===== src/rtl/arbitro_banco_latch_if.sv =====
// Bus shared by the two write requesters and the bank arbiter: request channels A/B,
// their acks, and the observable bank state.
interface arbitro_banco_latch_if #(
  parameter int N_REG = 4,
  parameter int ANCHO = 4,
  parameter int AW    = 2
);
  // Handshake: a requester raises req with dir/dato stable and holds them until it
  // sees its ack (one cycle). By the edge that ends the ack cycle it either drops req
  // or keeps it high with new dir/dato for a further write. Data is captured on the
  // grant edge, so dir/dato are don't-care once the arbiter leaves REPOSO.
  logic                   req_a;
  logic [AW-1:0]          dir_a;
  logic [ANCHO-1:0]       dato_a;
  logic                   req_b;
  logic [AW-1:0]          dir_b;
  logic [ANCHO-1:0]       dato_b;
  logic                   ack_a;
  logic                   ack_b;
  logic                   ocupado;
  logic [N_REG*ANCHO-1:0] salidas;
  logic [7:0]             cuenta;

  modport master (
    output req_a, dir_a, dato_a, req_b, dir_b, dato_b,
    input  ack_a, ack_b, ocupado, salidas, cuenta
  );

  modport slave (
    input  req_a, dir_a, dato_a, req_b, dir_b, dato_b,
    output ack_a, ack_b, ocupado, salidas, cuenta
  );
endinterface


===== src/rtl/arbitro_banco_latch.sv =====
// Round-robin write arbiter for a bank of load-enable registers, with a counter of
// completed in-range writes. At most one write every two cycles.
module arbitro_banco_latch #(
  parameter int N_REG = 4,
  parameter int ANCHO = 4,
  parameter int AW    = 2
) (
  input  logic                 clk,
  input  logic                 rst_n,
  arbitro_banco_latch_if.slave bus,
  output logic [1:0]           estado
);

  typedef enum logic [1:0] {
    REPOSO  = 2'd0,
    CARGA_A = 2'd1,
    CARGA_B = 2'd2
  } estado_t;

  estado_t          state_q, state_d;
  logic             prio_q;
  logic [AW-1:0]    dir_q;
  logic [ANCHO-1:0] dato_q;
  logic [7:0]       cuenta_q;
  logic             carga;
  logic [N_REG-1:0] sel;
  logic [ANCHO-1:0] banco [N_REG];
  logic [N_REG*ANCHO-1:0] salidas_int;

  // prio=0 favours A on a tie, prio=1 favours B.
  always_comb begin
    state_d = state_q;
    case (state_q)
      REPOSO: begin
        if (bus.req_a && (!bus.req_b || !prio_q)) state_d = CARGA_A;
        else if (bus.req_b)                       state_d = CARGA_B;
      end
      CARGA_A: state_d = REPOSO;
      CARGA_B: state_d = REPOSO;
      default: state_d = REPOSO;
    endcase
  end

  always_ff @(posedge clk or negedge rst_n) begin
    if (!rst_n) begin
      state_q <= REPOSO;
      prio_q  <= 1'b0;
      dir_q   <= '0;
      dato_q  <= '0;
    end else begin
      state_q <= state_d;
      if (state_q == REPOSO && state_d == CARGA_A) begin
        dir_q  <= bus.dir_a;
        dato_q <= bus.dato_a;
      end else if (state_q == REPOSO && state_d == CARGA_B) begin
        dir_q  <= bus.dir_b;
        dato_q <= bus.dato_b;
      end
      if (state_q == CARGA_A)      prio_q <= 1'b1;
      else if (state_q == CARGA_B) prio_q <= 1'b0;
    end
  end

  assign carga = (state_q == CARGA_A) || (state_q == CARGA_B);

  // An out-of-range held address matches no index, so no cell loads.
  always_comb begin
    sel = '0;
    for (int i = 0; i < N_REG; i++) begin
      sel[i] = carga && (dir_q == AW'(i));
    end
  end

  for (genvar g = 0; g < N_REG; g++) begin : g_celda
    always_ff @(posedge clk or negedge rst_n) begin
      if (!rst_n)      banco[g] <= '0;
      else if (sel[g]) banco[g] <= dato_q;
    end
    assign salidas_int[g*ANCHO +: ANCHO] = banco[g];
  end

  always_ff @(posedge clk or negedge rst_n) begin
    if (!rst_n)    cuenta_q <= 8'd0;
    else if (|sel) cuenta_q <= cuenta_q + 8'd1;
  end

  assign bus.ack_a   = (state_q == CARGA_A);
  assign bus.ack_b   = (state_q == CARGA_B);
  assign bus.ocupado = (state_q != REPOSO);
  assign bus.salidas = salidas_int;
  assign bus.cuenta  = cuenta_q;
  assign estado      = state_q;

endmodule


===== src/flat_wrapper.sv =====
// flat-port wrapper written by rule: the top's interface ports become plain ports
module arbitro_banco_latch_flat 
#(
  parameter int N_REG = 4,
  parameter int ANCHO = 4,
  parameter int AW    = 2
)
  (clk, rst_n, estado, bus_req_a, bus_dir_a, bus_dato_a, bus_req_b, bus_dir_b, bus_dato_b, bus_ack_a, bus_ack_b, bus_ocupado, bus_salidas, bus_cuenta);
  arbitro_banco_latch_if #(.N_REG(N_REG), .ANCHO(ANCHO), .AW(AW)) bus_i ();
  input  logic clk;
  input  logic rst_n;
  output logic [1:0] estado;
  input wire logic [$bits(bus_i.req_a)-1:0] bus_req_a;
  input wire logic [$bits(bus_i.dir_a)-1:0] bus_dir_a;
  input wire logic [$bits(bus_i.dato_a)-1:0] bus_dato_a;
  input wire logic [$bits(bus_i.req_b)-1:0] bus_req_b;
  input wire logic [$bits(bus_i.dir_b)-1:0] bus_dir_b;
  input wire logic [$bits(bus_i.dato_b)-1:0] bus_dato_b;
  output wire logic [$bits(bus_i.ack_a)-1:0] bus_ack_a;
  output wire logic [$bits(bus_i.ack_b)-1:0] bus_ack_b;
  output wire logic [$bits(bus_i.ocupado)-1:0] bus_ocupado;
  output wire logic [$bits(bus_i.salidas)-1:0] bus_salidas;
  output wire logic [$bits(bus_i.cuenta)-1:0] bus_cuenta;
  assign bus_i.req_a = bus_req_a;
  assign bus_i.dir_a = bus_dir_a;
  assign bus_i.dato_a = bus_dato_a;
  assign bus_i.req_b = bus_req_b;
  assign bus_i.dir_b = bus_dir_b;
  assign bus_i.dato_b = bus_dato_b;
  assign bus_ack_a = bus_i.ack_a;
  assign bus_ack_b = bus_i.ack_b;
  assign bus_ocupado = bus_i.ocupado;
  assign bus_salidas = bus_i.salidas;
  assign bus_cuenta = bus_i.cuenta;
  arbitro_banco_latch #(.N_REG(N_REG), .ANCHO(ANCHO), .AW(AW)) u_core (.clk(clk), .rst_n(rst_n), .bus(bus_i), .estado(estado));
endmodule

===== config.mk =====
export PLATFORM = sky130hd
export DESIGN_NAME = arbitro_banco_latch_flat
export DESIGN_NICKNAME = d
export VERILOG_FILES = /design/src/rtl/arbitro_banco_latch_if.sv /design/src/rtl/arbitro_banco_latch.sv /design/src/flat_wrapper.sv
export SDC_FILE = /design/constraint.sdc
export NUM_CORES = 1
export LEC_CHECK = 0
export BUFFER_PORTS_ARGS = -buffer_cell sky130_fd_sc_hd__buf_4
export CELL_PAD_IN_SITES_DETAIL_PLACEMENT = 0
export CELL_PAD_IN_SITES_GLOBAL_PLACEMENT = 1
export CORE_MARGIN = 3
export CORE_UTILIZATION = 35
export DETAILED_ROUTE_END_ITERATION = 6
export GPL_ROUTABILITY_DRIVEN = 0
export PLACE_DENSITY_LB_ADDON = 0.2
export SKIP_LAST_GASP = 1
export SLEW_MARGIN = 10
export SYNTH_ARGS = -nofsm -noshare
export SYNTH_HDL_FRONTEND = slang
export SYNTH_SLANG_ARGS = --single-unit

===== constraint.sdc =====
create_clock -name clk -period 2.3 [get_ports clk]
set_input_delay 0.575 -clock clk [delete_from_list [all_inputs] [get_ports clk]]
set_output_delay 0.575 -clock clk [all_outputs]
set_load 0.01 [all_outputs]

=== Yosys cells after proc, flatten, opt, wreduce, memory -nomap -nowiden ===
Cells that the tools add are included.

* Bits in registers: 33
* Bits of input ports: 16
* Output and inout bits: 29
* Logic and storage cells: 43

* $add $sub $neg: 1
* Eq/ne operators: 7
* Multiplexer cells: 9
* Reductions and logical operators: 17

{| class="wikitable"
|+ Operators by type and width
! kind !! number
|-
| 2-bit two-way mux || 5
|-
| 8-bit by 1-bit adder with 8-bit output (second input constant) || 1
|-
| 2-bit == test (second input constant) || 4
|-
| 4-bit two-way mux || 2
|-
| 1-bit logical AND || 7
|-
| 2-bit by 1-bit == test with 1-bit output (second input constant) || 3
|-
| 2-bit nonzero test || 3
|-
| 2-bit logical NOT || 2
|-
| 4-bit OR reduction || 1
|-
| 1-bit logical NOT || 2
|-
| 1-bit logical OR || 2
|-
| 1-bit two-way mux || 2
|}

=== Depth between registers and ports, before layout ===
Gate-level depths: netlist of the first run.

* Depth in word-level cells: 9
* Gate-level depth with buffers: 6
* Mapped depth without buffers: 5

=== Least setup slack after synthesis of the first run ===
No wires, ideal clock.

* Kind: flip-flop to flip-flop
* Start: register u_core.state_q[0] (netlist: u_core.estado[0])
* End: register u_core.banco (netlist bit u_core.bus.salidas[0])
* Library setup time: 0.128 ns
* Data arrival time: 1.609 ns
* Required time: 2.172 ns
* Path slack: 0.564 ns
* Cell stages (with the launch flop): 7
* Path buffers: 2
* Period minus slack after synthesis: 1.736 ns
* Cell sequence: dfrtp_1 inv_1 ha_1 buf_2 and3_1 clkbuf_1 mux2_1

* Cells in the longest elaborated chain, start to end: 3
* Elaborated cells between the ends (all ways): 4
* Those cells by class: eq/ne (2); reduce/logical (2)

{| class="wikitable"
|+ Ends and longest elaborated chain
! item !! line !! RTL
|-
| start: declaration || arbitro_banco_latch.sv:20 || <nowiki>estado_t state_q, state_d;</nowiki>
|-
| start signal: assignment || arbitro_banco_latch.sv:51 || <nowiki>state_q <= state_d;</nowiki>
|-
| 2-bit by 1-bit == test with 1-bit output / 2-bit == test (equally long branches) || arbitro_banco_latch.sv:64 || <nowiki>assign carga = (state_q == CARGA_A) || (state_q == CARGA_B);</nowiki>
|-
| 1-bit logical OR * || arbitro_banco_latch.sv:64 ||
|-
| net u_core.carga || arbitro_banco_latch.sv:25 || <nowiki>logic carga;</nowiki>
|-
| 1-bit logical AND * || arbitro_banco_latch.sv:70 || <nowiki>sel[i] = carga && (dir_q == AW'(i));</nowiki>
|-
| end signal: indexed assignment || arbitro_banco_latch.sv:77 || <nowiki>else if (sel[g]) banco[g] <= dato_q;</nowiki>
|-
| end: declaration || arbitro_banco_latch.sv:27 || <nowiki>logic [ANCHO-1:0] banco [N_REG];</nowiki>
|}

The timed path passes the listed nets; every way through them passes the cells marked *.
A chain may end at the register's enable or synchronous reset.

=== Final worst setup path of the first run ===
* Start: register u_core.state_q[0] (netlist: u_core.estado[0])
* End: output bus_ocupado

* Cells in the longest elaborated chain, start to end: 1

{| class="wikitable"
|+ Ends and longest elaborated chain
! item !! line !! RTL
|-
| 2-bit nonzero test || arbitro_banco_latch.sv:89 || <nowiki>assign bus.ocupado = (state_q != REPOSO);</nowiki>
|-
| end: declaration || flat_wrapper.sv:21 || <nowiki>output wire logic [$bits(bus_i.ocupado)-1:0] bus_ocupado;</nowiki>
|}

Every way passes these cells.

==> results of run 1 <==
cells by family after synthesis:
kind of cell,after synthesis,share of synthesized area [%]
adders and majority gates,4,3.38
DFF,33,55.7
and+or+nand+nor,32,10.6
buffers and inverters,13,4.39
AOI/OAI and AO/OA,36,17.2
xor gates and xnor gates,7,4.14
muxes,6,4.56
registers in the layout, summed over array words and instances, names as in the netlist:
register,count
u_core.dir_q,2
u_core.prio_q,1
u_core.estado,2
u_core.bus.cuenta,8
u_core.bus.salidas,16
u_core.dato_q,4
per-layer routing:
| metal | vias to the layer above | share of wire, % | track usage, % |
|---|---|---|---|
| met4 | 0 | 2.4 | 7.52 |
| li1 | 564 | - | - |
| met2 | 36 | 44 | 20.6 |
| met1 | 516 | 47 | 18.3 |
| met3 | 7 | 6.4 | 4.55 |
| met5 | - | 0 | 0 |
cell type report:
cell class	instances	area share, %
Clock buffer	8	4.15
Inverter	9	1.75
Multi-Input combinational cell	85	30.6
Sequential cell	33	42.7
Tap cell	50	3.24
Timing Repair Buffer	45	17.5
layout by cell type (no fill, tap or decap), types with 3 or more instances in the layout:
master and n:
buf_4 45, clkbuf_1 3, clkbuf_8 5, dfrtp_1 33, ha_1 4, inv_1 6, inv_2 3, mux2_1 6
nand2_1 16, nor2_1 4, o211ai_1 6, o21ai_0 12, o311ai_0 6, o311ai_1 6, xnor2_1 3, xor2_1 4
worst paths after layout:
| check | cells after the start | endpoint | slack (ns) |
|---|---|---|---|
| worst max-delay path | 4 | bus_ocupado | 0.21 |
| worst min-delay path | 1 | u_core.bus.cuenta[4] | 0.23 |
| worst max register to register | 4 | u_core.bus.salidas[2] | 0.50 |
| worst min register to register | 1 | u_core.bus.cuenta[7] | 0.47 |
| max in group asynchronous | 1 | u_core.bus.salidas[12] | 1.78 |
| min in group clk | 1 | u_core.bus.cuenta[7] | 0.47 |
worst max-delay path, delay by kind of cell (launching register included):
family,cells,cell delay [ns]
DFF,1,0.44
buffers and inverters,3,0.32
adders and majority gates,1,0.47
metrics by stage:
stage / instances / total power (uW) / hold WS [ns] / util [%] / instance area, um^2
after floorplan: 131 / 1740 / 0.279 / - / 1480
after global placement: 222 / 2230 / 0.459 / 45.6 / 1850
after detailed placement: 222 / 2270 / 0.465 / 45.6 / 1850
after CTS: 230 / 2680 / 0.240 / 47.6 / 1930
after global routing: 230 / 2870 / 0.256 / 47.6 / 1930
final: 230 / 2640 / 0.227 / 47.6 / 1930
power breakdown:
group          internal (uW)  switching (uW)  leakage, uW
Combinational            575             617     0.000472
Clock                    215             192    0.0000395
Sequential               846             193     0.000413
==> flow_results.org, run 1 <==
** Synthesis
- Area share of the leading cell type in the synthesized netlist :: 55.7%
- Mapped cell area :: 1480 um^2
- Most frequent cells after synthesis :: 33 x dfrtp_1, 16 x nand2_1, 12 x o21ai_0
- Post-Synthesis Cells :: 131
- By instance count, the leading cell after synthesis is dfrtp_1.
- For this run, the number of Yosys warnings is 0.
- Mapped Nets :: ~150
- Per-instance average area after synthesis :: around 11 um^2
- The most used flip-flop cell after synthesis is dfrtp_1.
- The share of the Yosys chip area taken by registers is 55.7%.
- The netlist uses 31 different library cells.
- Cell type with the highest aggregate area in the netlist :: dfrtp_1
- Counting flops with an async set or reset pin after synthesis yields a share of 100%.
- Count of flip-flops with a built-in enable after synthesis :: 0
- Synthesis inferred 33 register bits.
- Cells taking the most area after synthesis :: dfrtp_1 56%, mux2_1 4.6%, o21ai_0 4.1%

** Floorplan
- The floorplan has 23 rows.
- The initial utilization of the core area, before any placement, comes to 36.5%.
- Pin placement for this block handled 45 I/O pins.
- The die covers 5050 um^2.
- The die is just over 70 um wide.
- After floorplanning, the core was sized to cover approximately 4000 um^2.
- From bottom edge to top edge, the die measures just over 70 um.

** Final layout
- Area occupied by multi-input gates :: roughly 590 um^2
- Fill cells in the final layout number 410.
- In the final design database the tool counted 199 nets.
- Growth of design area from synthesis to finish :: 30.3%
- Diode count :: 0
- FF/Latch Area :: 826 um^2
- Cells with a size suffix above 1 make up slightly above 30% of the layout.

** Clocking
- Number of buffers added to fix hold violations after cts :: 0
- Clock tree synthesis selected as its root buffer the cell clkbuf_8.
- CTS built an H-tree with a depth of 2.
- TritonCTS sink count :: 33
- Buffers inserted during clock tree synthesis total 5.
- Later-pin clock latency in the skew report :: roughly 0.28 ns
- TritonCTS built the clock tree.
- After clock tree synthesis, the clock-pin slew on the worst setup and hold paths is roughly 0.060 ns.
- The longest clock path from root to sink contains 2 buffers.
- Post-cts resize count :: 0
- Number of buffers inserted to repair setup after CTS :: 0

** Power and ir drop
- VDD sags by at most 0.566 mV.
- The analysis attributes to cell leakage a power of roughly 0.00092 uW.
- Power density over cell area :: 1360 nW/um^2

** GRT
- GRT Total Usage :: 14.0%
- Largest net degree at the start of global routing :: 34
- The via count of the first global-routing pass is 1,121.
- The number of antenna violations at the first check in global routing is 0.
- For this run the aggregate overflow at the end of global routing stands at 0.
- Global-route wire length before repair :: 5490 um

** Timing
- Static timing analysis puts the maximum clock frequency at 478 MHz.
- TNS Setup :: 0 ns
- Relative slew slack :: a little over half
- Setup slack on the critical path of the routed design comes to approximately 0.21 ns.
- The number of endpoints with negative hold slack in the final report came to 0.
- At the pin with the least slew margin, the transition time is around 0.71 ns.
- Setup violation total in the final timing report :: 0
- The final critical path takes up between 90% and 100% of the cycle.
- Setup repair after global routing left no endpoint under its margin.
- Worst clock skew :: approximately 0.0047 ns
- The final-report max-slew violation count was 0.
- The clock period could shrink to roughly 2.1 ns.

** Setup path
- Nature of the critical path startpoint :: register
- The startpoint identified for the worst register-to-register timing path is u_core.estado[0].
- CP required :: 1.73 ns
- For this design, the slowest cell found on the critical path is ha_1.
- Worst setup path class :: reg2out
- Slowest stage delay, CP :: ~0.47 ns
- Worst EP arrival :: approximately 1.5 ns
- Endpoint kind of the worst setup timing path :: output pin
- Along the worst path, the maximum fanout reaches 16.
- The critical path starts at u_core.estado[0].
- The signal on the critical path passes through inv_1 -> ha_1 -> inv_2 -> buf_4.

** Route
- DR vias/cell :: roughly 4.9
- In this run, the number of DRC markers left after iteration 0 of detailed routing was 80.
- Before antenna repair, the detailed router went through 4 iterations.
- For this block, the via count after detailed routing is ~1.1k.
- Number of remaining DRC errors :: 0
- Dividing the detail-routed wire length by the instance count gives 13.6 um.
- Total Routed Length :: between 3000 and 4000 um
- The detail route stage leaves a number of antenna-violating nets equal to 0.

** Place
- Setup slack at placement :: ~0.42 ns
- The wire-length estimate of the detail-placed layout is 2420 um.
- Port buffering added 44 buffers.

** Worst hold path
- Worst hold path type :: in2async

** Flow run
- Number of max-cap violations :: 0

** Run status
- Result of the run :: complete, no violations
Note: power is estimated with default switching activity, not from simulation.
==> run 2, diff against run 1 <==
Settings changed: ABC_AREA set to 1.
==> run 2 against run 1 <==
Net effect: flip-flop and latch count stayed put; sequential power hardly changed; power shrank 1.7%; critical path type unchanged; largest power group unchanged.
==> flow_results.org, run 2 <==
** Route
- Routed via count :: 1,199 (+6.8%)
- TritonRoute pass-1 iters :: 4 (unchanged)
- Routed len/inst :: 12.3 um (-9.8%)
- The total wire length is 3190 um (+1.6%).
- DR vias/cell :: 4.63 (-5.2%)
- The remaining routing DRC violations is 0 (unchanged).
- The number of DRC markers after the initial detailed-route iteration came to 45 (-44%).
- Remaining antenna violation count after routing :: 0 (unchanged)

** Clocking
- The root buffer cell chosen for the clock tree is clkbuf_8.
- Worst-case clock buffer depth :: 2 (unchanged)
- Clock slew at the register clock pins of the worst setup and hold paths :: 0.07 ns (about the same)
- TritonCTS clock tree :: done
- H-tree levels :: 2 (unchanged)
- Number of buffers inserted to repair setup after CTS :: 0 (unchanged)
- The number of sinks handled by clock tree synthesis came to 33 (unchanged).
- The post-cts sizing count came to 0 (unchanged).
- The clock network latency to the later pin of the worst-skew pair was 0.28 ns (about the same).
- The number of clock buffers inserted by TritonCTS is 5 (unchanged).
- Number of buffers added to fix hold violations after cts :: 0 (unchanged)

** Timing
- The relative slew slack came to 72.3% (+20 points).
- Clock period minus worst slack :: 2.06 ns (-0.0289 ns)
- Setup violation total in the final timing report :: 0 (unchanged)
- The final cycle utilization of the critical path is 89.6% (-1.3 points).
- RSZ-0062 raised after global routing :: false
- Worst clock skew :: 0.00669 ns (+0.00196 ns)
- The final-report max-slew violation count was 0 (unchanged).
- The measured slew at the worst slew-check pin was 0.415 ns (-0.297 ns).
- The sum of negative setup slack came to 0 ns (unchanged).
- The number of endpoints with negative hold slack in the final report is 0 (unchanged).
- The highest achievable clock rate is 485 MHz (+1.4%).

** Place
- Placed wire-length estimate after detailed placement :: 2470 um (+2.0%)
- Count of port buffers added during placement :: 44 (unchanged)

** Synthesis
- The synthesized area per cell was 9.79 um^2 (-14%).
- The count of state elements after synthesis is 33 (unchanged).
- After synthesis, the most frequently instantiated cells are 33 x dfrtp_1, 28 x nand2_1, 20 x inv_1, 20 x nand3_1, 17 x o21ai_0.
- The sequential-to-total area share from yosys stat is 53.1% (-2.6 points).
- The number of enable flip-flop cells after synthesis is 0 (unchanged).
- Cell type with the highest aggregate area in the netlist :: dfrtp_1
- Number of warning messages in the yosys log :: 0 (unchanged)
- Proportion of register bits with asynchronous set or reset after synthesis :: 100% (unchanged)
- Ranked by total cell area, the synthesized netlist is headed by dfrtp_1 53%, nand2_1 6.8%, nand3_1 6.4%.
- By instance count, the leading cell after synthesis is dfrtp_1.
- Mapped Nets :: 179 (+19%)
- Mapped cell area :: 1560 um^2 (+5.0%)
- Number of library cell types mapped by synthesis :: 20 (-35%)
- Primary FF master, synth :: dfrtp_1
- The synthesized instance count is 159 (+21%).
- The share of Yosys cell area claimed by the top area cell type is 53.1% (-2.6 points).

** Floorplan
- Starting Density :: 37.6% (+1.0 points)
- The area of the die came to 5280 um^2 (+4.6%).
- Die W :: 72.7 um (+2.3%)
- I/O Pins :: 45 (unchanged)
- The standard cell core area was 4140 um^2 (+2.1%).
- Row count :: 23 (unchanged)
- The floorplan die height came to 72.7 um (+2.3%).

** GRT
- The overall overflow remaining after global route is 0 (unchanged).
- The global-route track usage on met2 came to 20.4% (-0.16 points).
- The global-route usage over all layers was 13.6% (-0.41 points).
- The via count of the first global-routing pass was 1,215 (+8.4%).
- The number of antenna violations at the first check in global routing was 0 (unchanged).
- Top Usage Layer GRT :: met2
- The met1 capacity usage during global routing was 18.7% (+0.49 points).
- The largest net degree at the start of global routing was 34 (unchanged).
- Global-route wire length before repair :: 5600 um (+1.9%)
- The met3 usage in global routing came to 4.55% (unchanged).

** Run status
- Result of the run :: complete, no violations

** Setup path
- The largest fanout on the critical path was 8 (-8).
- Nature of the critical path startpoint :: register
- Worst EP arrival :: 1.49 ns (-0.03 ns)
- The worst setup path is of the reg2out kind.
- The data required time at the worst endpoint is 1.73 ns (about the same).
- Endpoint of the worst-slack reg-to-reg timing path :: u_core.bus.cuenta[5]
- R2R cell count :: 7 (+3)
- The worst register-to-register path begins at u_core.estado[0].
- The worst setup path is captured at an output pin.
- The slack of the worst reg-to-reg path came to 0.55 ns (+0.05 ns).

** Final layout
- In the layout the commonest cells are 44 x buf_4, 33 x dfrtp_1, 28 x nand2_1, 20 x inv_1, 20 x nand3_1.
- Relative to the synthesized area, the layout overhead comes to 29.3%.
- Share of final-layout standard cells stronger than drive strength 1 :: 32.1% (+1.5 points)
- Diode count :: 0 (unchanged)
- Number of flip-flops under the largest register name :: 16 (unchanged)
- Most common cell after layout, fill and taps aside :: buf_4
- Core utilization of the finished layout :: 48.6% (+0.97 points)
- The final-stage net count is 228 (+15%).

** Flow run
- Number of max-cap violations :: 0 (unchanged)

** Power and ir drop
- The power density of the placed cells came to 1290 nW/um^2 (-5.6%).
- The worst supply voltage drop on vdd is 0.539 mV (-4.8%).
- Leak pwr :: 0.00104 uW (+13%)

** Worst hold path
- The min-delay analysis places its worst path in the category in2async.
## run 2: kinds of logic (layout without fill, tap and decap cells)
family | after synthesis | in the layout | synth area share, %
fa+ha+maj | 4 | 4 | 3.22
mux | 1 | 1 | 0.723
simple gates | 72 | 72 | 26.8
xor+xnor | 6 | 6 | 3.38
buf+inv | 26 | 76 | 7.40
compound gates | 17 | 17 | 5.47
flops | 33 | 33 | 53.1
## run 2: worst max-delay path, cell delays in order (launching register included)
cell	delay (ns)
dfrtp_1	0.45
inv_1	0.11
ha_1	0.40
inv_4	0.10
buf_4	0.16
## run 2: report_power, final
group | switching [uW] | internal (uW)
Clock | 202 | 208
Sequential | 181 | 829
Combinational | 657 | 514
## run 2: per-stage QoR
step                total power, uW  hold slack [ns]  cell area, um^2  setup slack [ns]  instances
global placement               2180            0.468             1930             0.590        251
detailed placement             2220            0.477             1930             0.544        251
CTS                            2650            0.237             2010             0.225        259
global route                   2850            0.252             2010             0.135        259
finish                         2590            0.231             2010             0.238        259
floorplan                      1750            0.279             1560             0.762        159
## run 2: worst max path at each step
stage                      from              endpoint  cells past startpoint
6_report       u_core.estado[0]           bus_ocupado                      4
5_1_grt        u_core.estado[1]           bus_ocupado                      4
4_1_cts        u_core.estado[0]           bus_ocupado                      4
3_5_place_dp   u_core.estado[0]           bus_ocupado                      4
3_3_place_gp   u_core.estado[0]           bus_ocupado                      4
2_1_floorplan  u_core.estado[0]  u_core.bus.cuenta[5]                      8
## run 2: layout make-up
cell class,instances,area [um^2]
Fill cell,416,2130
Multi-Input combinational cell,100,616
Tap cell,50,62.6
Timing Repair Buffer,44,330
Clock buffer,5,68.8
Inverter,24,92.6
Clock inverter,3,17.5
Sequential cell,33,826
## run 2: routing by layer
metal  routed length (um)  vias to the layer above
met1                 1510                      545
met5                    0                        -
li1                     -                      614
met3                  200                        4
met2                 1440                       36
met4                   29                        0
